--- src/rtl/pixel_pack.sv ---
// pixel_pack: packs per-beat pixel bytes from a colour-space converter into 64-bit words for a
// downstream write channel.
//
// Each PIXEL_DE_I beat contributes ports*bytes bytes (3 per port, 2 per port for YUV422), port 0
// first, into a 16-byte FIFO-like buffer whose oldest byte maps to WR_DATA_O[7:0]. Words leave
// through a valid/ready handshake; a beat that does not fit is dropped and OVERFLOW_O sticks
// until the next frame. Colour space and active port count are latched on each PIXEL_VS_I rise.
//
// Optional feature macro: PIXEL_PACK_LINE_FLUSH_EN
//   defined   - a DE falling edge flushes the line: full words drain, a partial remainder goes
//               out zero-padded, and the final word of the line carries WR_LAST_O.
//   undefined - no flushing, WR_LAST_O tied 0, leftover bytes carry into the next line.
//
// Ports
//   CLK_I, RST_I          clock, synchronous active-high reset
//   OSPACE_I              colour space (0 RGB, 1 YUV444, 2 YUV422, 3 YUV420)
//   ACTUAL_PORT_NUM_I     active ports (0 or > C_PORT_NUM means C_PORT_NUM)
//   PIXEL_VS/HS/DE_I      video timing (HS unused)
//   PIXEL_DATA_I          C_PORT_NUM x 24-bit pixel slots, port 0 in [23:0]
//   WR_DATA_O/VALID_O     packed word and valid, WR_READY_I back-pressure
//   WR_LAST_O             last word of a line
//   FRAME_START_O         one-cycle pulse per VS rise
//   OVERFLOW_O            sticky dropped-beat flag
module pixel_pack #(
  parameter int unsigned C_PORT_NUM = 2,
  parameter int unsigned C_BPC      = 8
) (
  input  logic                     CLK_I,
  input  logic                     RST_I,
  input  logic [1:0]               OSPACE_I,
  input  logic [2:0]               ACTUAL_PORT_NUM_I,
  input  logic                     PIXEL_VS_I,
  input  logic                     PIXEL_HS_I,
  input  logic                     PIXEL_DE_I,
  input  logic [C_PORT_NUM*24-1:0] PIXEL_DATA_I,
  output logic [63:0]              WR_DATA_O,
  output logic                     WR_VALID_O,
  input  logic                     WR_READY_I,
  output logic                     WR_LAST_O,
  output logic                     FRAME_START_O,
  output logic                     OVERFLOW_O
);

  localparam int unsigned ByteW = C_BPC;
  localparam int unsigned BeatW = C_PORT_NUM * 24;

  typedef enum logic [1:0] {StIdle, StLine, StFlush} state_e;

  state_e       state_q;
  logic [127:0] buf_q;
  logic [4:0]   cnt_q;
  logic [1:0]   ospace_q;
  logic [2:0]   ports_q;
  logic         vs_q;
  logic         valid_q;
  logic [63:0]  data_q;
  logic         frame_q;
  logic         ovf_q;

  logic             vs_rise;
  logic             bpp3;
  logic [2:0]       ports_eff;
  logic [BeatW-1:0] beat_bytes;
  logic [4:0]       n_bytes;
  logic             consume;
  logic             stall;
  logic [4:0]       take;
  logic [4:0]       cnt_base;
  logic [4:0]       cnt_sum;
  logic [4:0]       cnt_nxt;
  logic [127:0]     buf_base;
  logic [127:0]     buf_nxt;
  logic             beat_fits;
  logic             append_ok;
  logic             beat_drop;
  logic             valid_nxt;

  // Horizontal sync carries no information the packer needs.
  logic unused_hs;
  assign unused_hs = PIXEL_HS_I;

  assign vs_rise   = PIXEL_VS_I & ~vs_q;
  assign bpp3      = (ospace_q != 2'd2);
  assign ports_eff = (ACTUAL_PORT_NUM_I == 3'd0 || 32'(ACTUAL_PORT_NUM_I) > C_PORT_NUM) ?
                     3'(C_PORT_NUM) : ACTUAL_PORT_NUM_I;

  // Compact the active slots into contiguous bytes; inactive lanes stay zero so the buffer
  // above CNT is always zero, which gives padding of a partial word for free.
  always_comb begin
    beat_bytes = '0;
    for (int unsigned p = 0; p < C_PORT_NUM; p++) begin
      if (p < 32'(ports_q)) begin
        if (bpp3) beat_bytes[p*24 +: 3*ByteW] = PIXEL_DATA_I[p*24 +: 3*ByteW];
        else      beat_bytes[p*16 +: 2*ByteW] = PIXEL_DATA_I[p*24 +: 2*ByteW];
      end
    end
  end

  assign n_bytes   = bpp3 ? 5'(ports_q) * 5'd3 : {1'b0, ports_q, 1'b0};
  assign consume   = valid_q & WR_READY_I;
  assign stall     = valid_q & ~WR_READY_I;
  // A flushed partial word removes fewer than 8 bytes.
  assign take      = !consume ? 5'd0 : ((cnt_q >= 5'd8) ? 5'd8 : cnt_q);
  assign cnt_base  = cnt_q - take;
  assign buf_base  = consume ? (buf_q >> 64) : buf_q;
  assign cnt_sum   = cnt_base + n_bytes;
  assign beat_fits = (cnt_sum <= 5'd16);
  assign append_ok = (state_q == StLine) && PIXEL_DE_I && beat_fits;
  assign beat_drop = PIXEL_DE_I && ((state_q == StFlush) || (state_q == StLine && !beat_fits));
  assign cnt_nxt   = append_ok ? cnt_sum : cnt_base;
  assign buf_nxt   = append_ok ? (buf_base | (128'(beat_bytes) << {cnt_base, 3'b000})) : buf_base;

`ifdef PIXEL_PACK_LINE_FLUSH_EN
  logic de_q;
  logic de_fall;
  logic flushing;
  logic last_q;
  logic last_nxt;

  assign de_fall  = ~PIXEL_DE_I & de_q;
  assign flushing = (state_q == StFlush) || (state_q == StLine && de_fall);

  // While the line is running, a word is only offered once more bytes exist behind it: with
  // exactly 8 buffered we cannot yet tell whether it is the last word of the line, and its
  // WR_LAST_O may not change once it is on the bus.
  always_comb begin
    valid_nxt = 1'b0;
    last_nxt  = 1'b0;
    if (flushing) begin
      valid_nxt = (cnt_nxt != 5'd0);
      last_nxt  = (cnt_nxt != 5'd0) && (cnt_nxt <= 5'd8);
    end else begin
      valid_nxt = (cnt_nxt > 5'd8);
    end
  end

  always_ff @(posedge CLK_I) begin
    de_q <= PIXEL_DE_I;
  end

  assign WR_LAST_O = last_q;
`else
  always_comb begin
    valid_nxt = (cnt_nxt >= 5'd8);
  end

  assign WR_LAST_O = 1'b0;
`endif

  always_ff @(posedge CLK_I) begin
    // Edge detector tracks VS even in reset so a level held high across reset is not an edge.
    vs_q <= PIXEL_VS_I;
    if (RST_I) begin
      state_q  <= StIdle;
      buf_q    <= '0;
      cnt_q    <= '0;
      ospace_q <= 2'd0;
      ports_q  <= 3'(C_PORT_NUM);
      valid_q  <= 1'b0;
      data_q   <= '0;
      frame_q  <= 1'b0;
      ovf_q    <= 1'b0;
`ifdef PIXEL_PACK_LINE_FLUSH_EN
      last_q   <= 1'b0;
`endif
    end else begin
      frame_q <= 1'b0;
      if (vs_rise) begin
        // New frame from any state: drop everything buffered, including a stalled word.
        state_q  <= StLine;
        buf_q    <= '0;
        cnt_q    <= '0;
        ospace_q <= OSPACE_I;
        ports_q  <= ports_eff;
        valid_q  <= 1'b0;
        data_q   <= '0;
        frame_q  <= 1'b1;
        ovf_q    <= 1'b0;
`ifdef PIXEL_PACK_LINE_FLUSH_EN
        last_q   <= 1'b0;
`endif
      end else begin
        unique case (state_q)
          StIdle: begin
          end
          StLine, StFlush: begin
            cnt_q <= cnt_nxt;
            buf_q <= buf_nxt;
            if (beat_drop) ovf_q <= 1'b1;
            if (!stall) begin
              valid_q <= valid_nxt;
              data_q  <= valid_nxt ? buf_nxt[63:0] : 64'd0;
`ifdef PIXEL_PACK_LINE_FLUSH_EN
              last_q  <= last_nxt;
`endif
            end
`ifdef PIXEL_PACK_LINE_FLUSH_EN
            if (state_q == StLine && de_fall && cnt_nxt != 5'd0) begin
              state_q <= StFlush;
            end else if (state_q == StFlush && cnt_nxt == 5'd0) begin
              state_q <= StLine;
            end
`endif
          end
          default: state_q <= StIdle;
        endcase
      end
    end
  end

  assign WR_DATA_O     = data_q;
  assign WR_VALID_O    = valid_q;
  assign FRAME_START_O = frame_q;
  assign OVERFLOW_O    = ovf_q;

endmodule

--- config.mk ---
export PLATFORM = sky130hd
export DESIGN_NAME = pixel_pack
export DESIGN_NICKNAME = d
export VERILOG_FILES = /design/src/rtl/pixel_pack.sv
export SDC_FILE = /design/constraint.sdc
export NUM_CORES = 1
export LEC_CHECK = 0
export BUFFER_PORTS_ARGS = -buffer_cell sky130_fd_sc_hd__buf_2
export CAP_MARGIN = 20
export CORE_MARGIN = 4
export CORE_UTILIZATION = 46
export DETAILED_ROUTE_END_ITERATION = 7
export PLACE_DENSITY = 0.72
export SYNTH_ARGS = -nofsm -noshare
export SYNTH_HDL_FRONTEND = slang
export SYNTH_SLANG_ARGS = --single-unit
--- constraint.sdc ---
create_clock -name CLK_I -period 8.5 [get_ports CLK_I]
set_clock_uncertainty 0.2 [all_clocks]
set_input_delay 0.85 -clock CLK_I [delete_from_list [all_inputs] [get_ports CLK_I]]
set_output_delay 0.85 -clock CLK_I [all_outputs]
set_load 0.05 [all_outputs]
# ---- After elaboration in Yosys (flattened, before gate mapping)
# Index checks and enable logic that the tools add are counted.
dict set report totals {
  out_inout_bits 68
  reg_bits 207
  in_bits 59
  elab_cells 58
}
dict set report op_classes {
  shifts 1
  add_sub_neg 2
  muxes 17
  reduce_logical 12
  bitwise 7
  mul 1
  n_eq_ne 2
  magnitude_cmp 6
}
# op count
set op_table {}
lappend op_table {{two-way mux 128 bit} 2}
lappend op_table {{bitwise OR 128 bit} 1}
lappend op_table {{left shift 48 x 8 -> 128 bit} 1}
lappend op_table {{two-way mux 64 bit} 1}
lappend op_table {{two-way mux 32 bit} 1}
lappend op_table {{two-way mux 24 bit} 1}
lappend op_table {{two-way mux 8 bit} 3}
lappend op_table {{two-way mux 5 bit} 4}
lappend op_table {{two-way mux 16 bit} 1}
lappend op_table {{>= comparator 5 x 4 -> 1 bit (second input constant)} 2}
lappend op_table {{< comparator 1 x 3 -> 1 bit (first input constant)} 2}
lappend op_table {{adder 5 bit} 1}
lappend op_table {{<= comparator 5 bit (second input constant)} 1}
lappend op_table {{multiplier 3 x 2 -> 5 bit (second input constant)} 1}
lappend op_table {{subtractor 5 bit} 1}
lappend op_table {{logical AND 1 bit} 4}
lappend op_table {{AND reduction 2 bit} 2}
lappend op_table {{OR reduction 2 bit} 2}
lappend op_table {{bitwise AND 1 bit} 3}
lappend op_table {{> comparator 3 x 2 -> 1 bit (second input constant)} 1}
lappend op_table {{zero test 3 bit} 1}
lappend op_table {{two-way mux 1 bit} 3}
lappend op_table {{two-way mux 3 bit} 1}
lappend op_table {{NOT 1 bit} 3}
lappend op_table {{5 further kinds} 5}

# ---- Depth between registers and ports, before layout
dict set report depth {
  ltp_word 10
  ltp_mapped 20
  depth_no_buf 16
}

# ---- Least setup slack after synthesis
# OpenSTA, ideal clock, no wires.
dict set report synth_path {
  kind {input-to-reg}
  start {in WR_READY_I}
  end {reg buf_q[60]}
  path_buffers 5
  required_time_ps 8154
  setup_time_ps 146
  path_stages 20
  slack_ps 3048
  arrival_time_ps 5106
  cell_sequence {and2_0 > clkbuf_1 > clkbuf_1 > and3_1 > ha_1 > and3b_1 > o21ai_0 > nand2_2 > inv_2 > buf_1 > clkbuf_1 > ha_1 > inv_1 > xnor2_1 > and3_1 > a211oi_2 > a2111oi_4 > buf_4 > a221oi_2 > a211oi_2}
}
dict set report synth_via {
  elab_chain_len 7
  word_cells_on_any_way 10
  cone_classes {add/sub: 2; order compare: 1; shift: 1; mux: 3; bitwise: 2; reduce/logical: 1}
}
# item line
set synth_rtl {}
lappend synth_rtl {{from (decl)} 38} ;# input logic WR_READY_I,
lappend synth_rtl {{bitwise AND 1 bit (*)} 100} ;# assign consume = valid_q & WR_READY_I;
lappend synth_rtl {{two-way mux 5 bit} 103} ;# assign take = !consume ? 5'd0 : ((cnt_q >= 5'd8) ? 5'd8 : cnt_q);
lappend synth_rtl {{subtractor 5 bit} 104} ;# assign cnt_base = cnt_q - take;
lappend synth_rtl {{adder 5 bit} 106} ;# assign cnt_sum = cnt_base + n_bytes;
lappend synth_rtl {{<= comparator 5 bit} 107} ;# assign beat_fits = (cnt_sum <= 5'd16);
lappend synth_rtl {{logical AND 1 bit} 108} ;# assign append_ok = (state_q == StLine) && PIXEL_DE_I && beat_fits;
lappend synth_rtl {{two-way mux 128 bit (*)} 111} ;# assign buf_nxt = append_ok ? (buf_base | (128'(beat_bytes) << {cnt_base, 3'b000})) : buf_base;
lappend synth_rtl {{to (signal assigned)} 188} ;# buf_q <= buf_nxt;
lappend synth_rtl {{to (decl)} 50} ;# logic [127:0] buf_q;
# Mark *: on every way between the ends. The rest lies on a longest branch, timed or not.
# A chain may end at the register's enable or synchronous reset.

# ---- Worst setup path after layout
dict set report layout_path {
  start {in WR_READY_I}
  end {reg buf_q[62]}
}
# Same word-level chain as after synthesis.

==> key figures <==
Route
  • Drt total wl: around 37 mm
  • Vias per inst: just over 6
  • Met2 wire length: roughly 17 mm
  • M1 WL: between 15 and 20 mm
  • Drt wl/cell: approximately 21 microns
  • DRT iter0 DRCs: roughly 1,300
  • Met3 wire len: 3.04 mm
  • Drt pass-1 iters: 6
  • Antenna viol nets, final: 0
  • Drt drc: 0
  • Vias: approximately 11,000
  • Top layer reached by signal wires: met4

Die
  • IO Count: roughly 130
  • Initial Utilization: 0.472
  • Core area: between 20,000 and 25,000 sq um
  • Die height: between 150 and 200 microns
  • Die Span X: around 160 microns
  • Die area: 27,000 sq um
  • Row cnt: 56

Timing
  • Fin. max-slew vios: 0
  • RSZ-0062 raised after global routing: no
  • Fmax: 164 MHz
  • Final hold vios: 0
  • Fin worst setup slack: roughly 2.4 ns
  • Setup-failing EPs final: 0
  • Tcrit/Tclk final: 0.718
  • Slew HR: 0.296
  • Worst Tran Pin Value: between 1 and 1.5 ns
  • Period minus WS final: about 6.1 ns
  • Setup tns final: 0 ns

Clock network
  • CTS hold repair buffers: 0
  • Worst skew pair latency: 0.52 ns
  • Setup repair bufs after CTS: 0
  • H-tree Lvls: 1
  • Post-cts resize count: 0
  • CTS Buffer Depth: 3
  • Clock sinks: slightly above 200
  • Clk slew on worst S/H paths: about 0.060 ns
  • CTS root buf: clkbuf_16
  • Number of buffers created by CTS: 23
  • CTS tree: yes

GRT
  • GR Util All Layers: 0.268
  • Antenna violations before repair: 1
  • First-pass GRT wire length: 57.3 mm
  • Largest net degree at the start of global routing: 79
  • Vias in the first global route: 9,763
  • Total congestion overflow: 0

Synthesis
  • Seq/Total Area, Yosys: 0.369
  • Syn. warnings: 0
  • Syn Nets: 1,440
  • Number of library cell types mapped by synthesis: 71
  • Mapped Cells: 1,367
  • Synthesized area: between 10,000 and 15,000 sq um
  • Seq cells post-synth: 207
  • Number of synthesized flops with an enable pin: 0
  • Top_reg_cell synth: dfxtp_1
  • Mean post-synth cell area: a little over 8 sq um
  • Async set-reset flop share out of synthesis: 0

Run
  • Max-cap violations: 0

Placement
  • PortBufs: 124
  • Placed cell area: about 12,000 sq um
  • Dpl hpwl: 26.1 mm
  • Pre-CTS WS: roughly 1.9 ns
  • Gp weighted congestion: between 0.9 and 1

Worst hold path
  • Worst Hold Class: primary input to register
  • Worst hold stages: 1

Power
  • Worst IR drop on VDD: roughly 0.13 mV
  • Leak pwr: around 5.1 nW
  • PD cells: between 150 and 200 nW/um^2

Run status
  • Outcome: complete, no violations

Setup path
  • WP data arrival: 6.32 ns
  • Worst EP required: 8.72 ns
  • Worst setup SP type: primary input
  • Worst R2R Path Depth: 17
  • Critical path class: primary input to register
  • Crit path max fanout: 55
  • Crit end category: register

Final layout
  • Ratio of cells with drive above 1 in the final layout: 0.196
  • Final net count: 1,500
  • Fin area: approximately 13,000 sq um
  • Area Overhead vs Synth: 13.7%
  • Fill cells: 2,198
==> Yosys cell counts, types with 8 or more instances <==
master	instances	share of area
a211oi_1	27	0.018
a211oi_2	25	0.028
a21oi_1	55	0.025
a221oi_1	18	0.014
a221oi_2	22	0.029
a222oi_1	8	0.0071
a22o_1	26	0.020
a22oi_1	64	0.043
a31oi_1	11	0.0061
a32oi_1	8	0.0062
and2_1	41	0.023
buf_2	15	0.0067
clkbuf_1	86	0.029
dfxtp_1	207	0.37
ha_1	11	0.012
inv_1	13	0.0044
mux2_2	9	0.0090
mux2i_1	27	0.024
nand2_1	116	0.039
nand2b_1	8	0.0045
nand3_1	31	0.014
nor2_1	237	0.079
nor3b_1	9	0.0060
o211a_1	16	0.014
o21a_1	10	0.0067
o21ai_0	63	0.028
o21ai_1	31	0.014
o22ai_1	56	0.031
o2bb2a_1	8	0.0071
o31ai_1	8	0.0054
or2_2	17	0.0095
==> placed cells by master (no fill, tap or decap), types with 9 or more instances in the layout <==
cell type	n
buf_2	124
a22o_1	26
o21ai_0	63
a211oi_2	25
or2_2	17
nor2_1	236
nand2_1	115
a31oi_1	11
nor3b_1	9
ha_1	11
a21oi_1	55
a221oi_2	22
a211oi_1	26
o211a_1	16
clkbuf_16	23
nand3_1	31
o22ai_1	56
o21a_1	10
a22oi_1	64
mux2_2	9
buf_4	23
inv_1	13
mux2i_1	27
a221oi_1	18
dfxtp_1	206
o21ai_1	31
and2_1	41
==> through the flow <==
stage | hold slack, ns | cells | utilization | total power, mW
2_1_floorplan | 0.232 | 1367 | - | 1.34
3_3_place_gp | 0.230 | 1720 | 0.505 | 1.47
3_5_place_dp | 0.238 | 1721 | 0.505 | 1.48
4_1_cts | 0.232 | 1760 | 0.537 | 2.47
5_1_grt | 0.238 | 1761 | 0.537 | 2.56
6_report | 0.243 | 1761 | 0.537 | 2.46
==> area by class of cell <==
| type | count | area [sq um] | area share |
|---|---|---|---|
| Sequential cell | 207 | 4150 | 0.325 |
| Multi-Input combinational cell | 1032 | 6590 | 0.517 |
| Tap cell | 319 | 399 | 0.0313 |
| Clock buffer | 29 | 628 | 0.0493 |
| Clock inverter | 10 | 120 | 0.00942 |
| Timing Repair Buffer | 148 | 808 | 0.0634 |
| Antenna cell | 1 | 2.50 | 0.000196 |
| Inverter | 15 | 56.3 | 0.00442 |
==> flip-flops by register name, indices dropped and copies added (netlist names) <==
signal / cells
buf_q: 128
WR_DATA_O: 64
cnt_q: 5
ports_q: 3
ospace_q: 2
FRAME_START_O: 1
OVERFLOW_O: 1
WR_VALID_O: 1
state_q: 1
vs_q: 1
==> routing by layer <==
metal | GRT usage | up-vias
met1 | 0.368 | 5052
met3 | 0.0399 | 82
met2 | 0.429 | 488
met5 | 0 | -
met4 | 0.0995 | 0
li1 | - | 5127
==> final timing paths <==
kind	from	endpoint	slack [ns]
setup / recovery	WR_READY_I	buf_q[62]	2.40
hold / removal	PIXEL_VS_I	vs_q	0.24
setup reg to reg	WR_VALID_O	buf_q[62]	2.48
hold reg to reg	WR_DATA_O[36]	WR_DATA_O[36]	0.24
==> power by group <==
group	switching [mW]	internal, mW	leakage, nW	total, mW
clock network	0.413	0.585	0.362	0.998
registers	0.0177	0.995	1.68	1.01
logic	0.313	0.140	3.03	0.454
total	0.744	1.72	5.06	2.46
==> logic make-up (layout without fill, tap and decap cells) <==
logic type,count (synthesis),after routing,synth area share
flops,207,207,0.369
buf+inv,128,202,0.0468
compound gates,478,478,0.325
mux,36,36,0.0331
simple gates,489,489,0.194
fa+ha+maj,15,15,0.0185
other cells,1,2,0.000334
xor+xnor,13,13,0.0127
==> worst max-delay path, stage by stage <==
cell and delay [ns]:
buf_2 0.12, nand2_1 0.06, buf_4 0.46, nor3_1 0.13, nand2_1 0.12, inv_1 0.05
fa_1 0.47, buf_4 0.47, inv_1 0.56, ha_1 0.46, a21oi_1 0.25, xnor2_1 0.15
and3_1 0.21, a211oi_2 0.18, a2111oi_4 0.73, buf_4 0.53, a221oi_1 0.21, a211oi_1 0.27
Note: power is estimated with default switching activity, not from simulation.
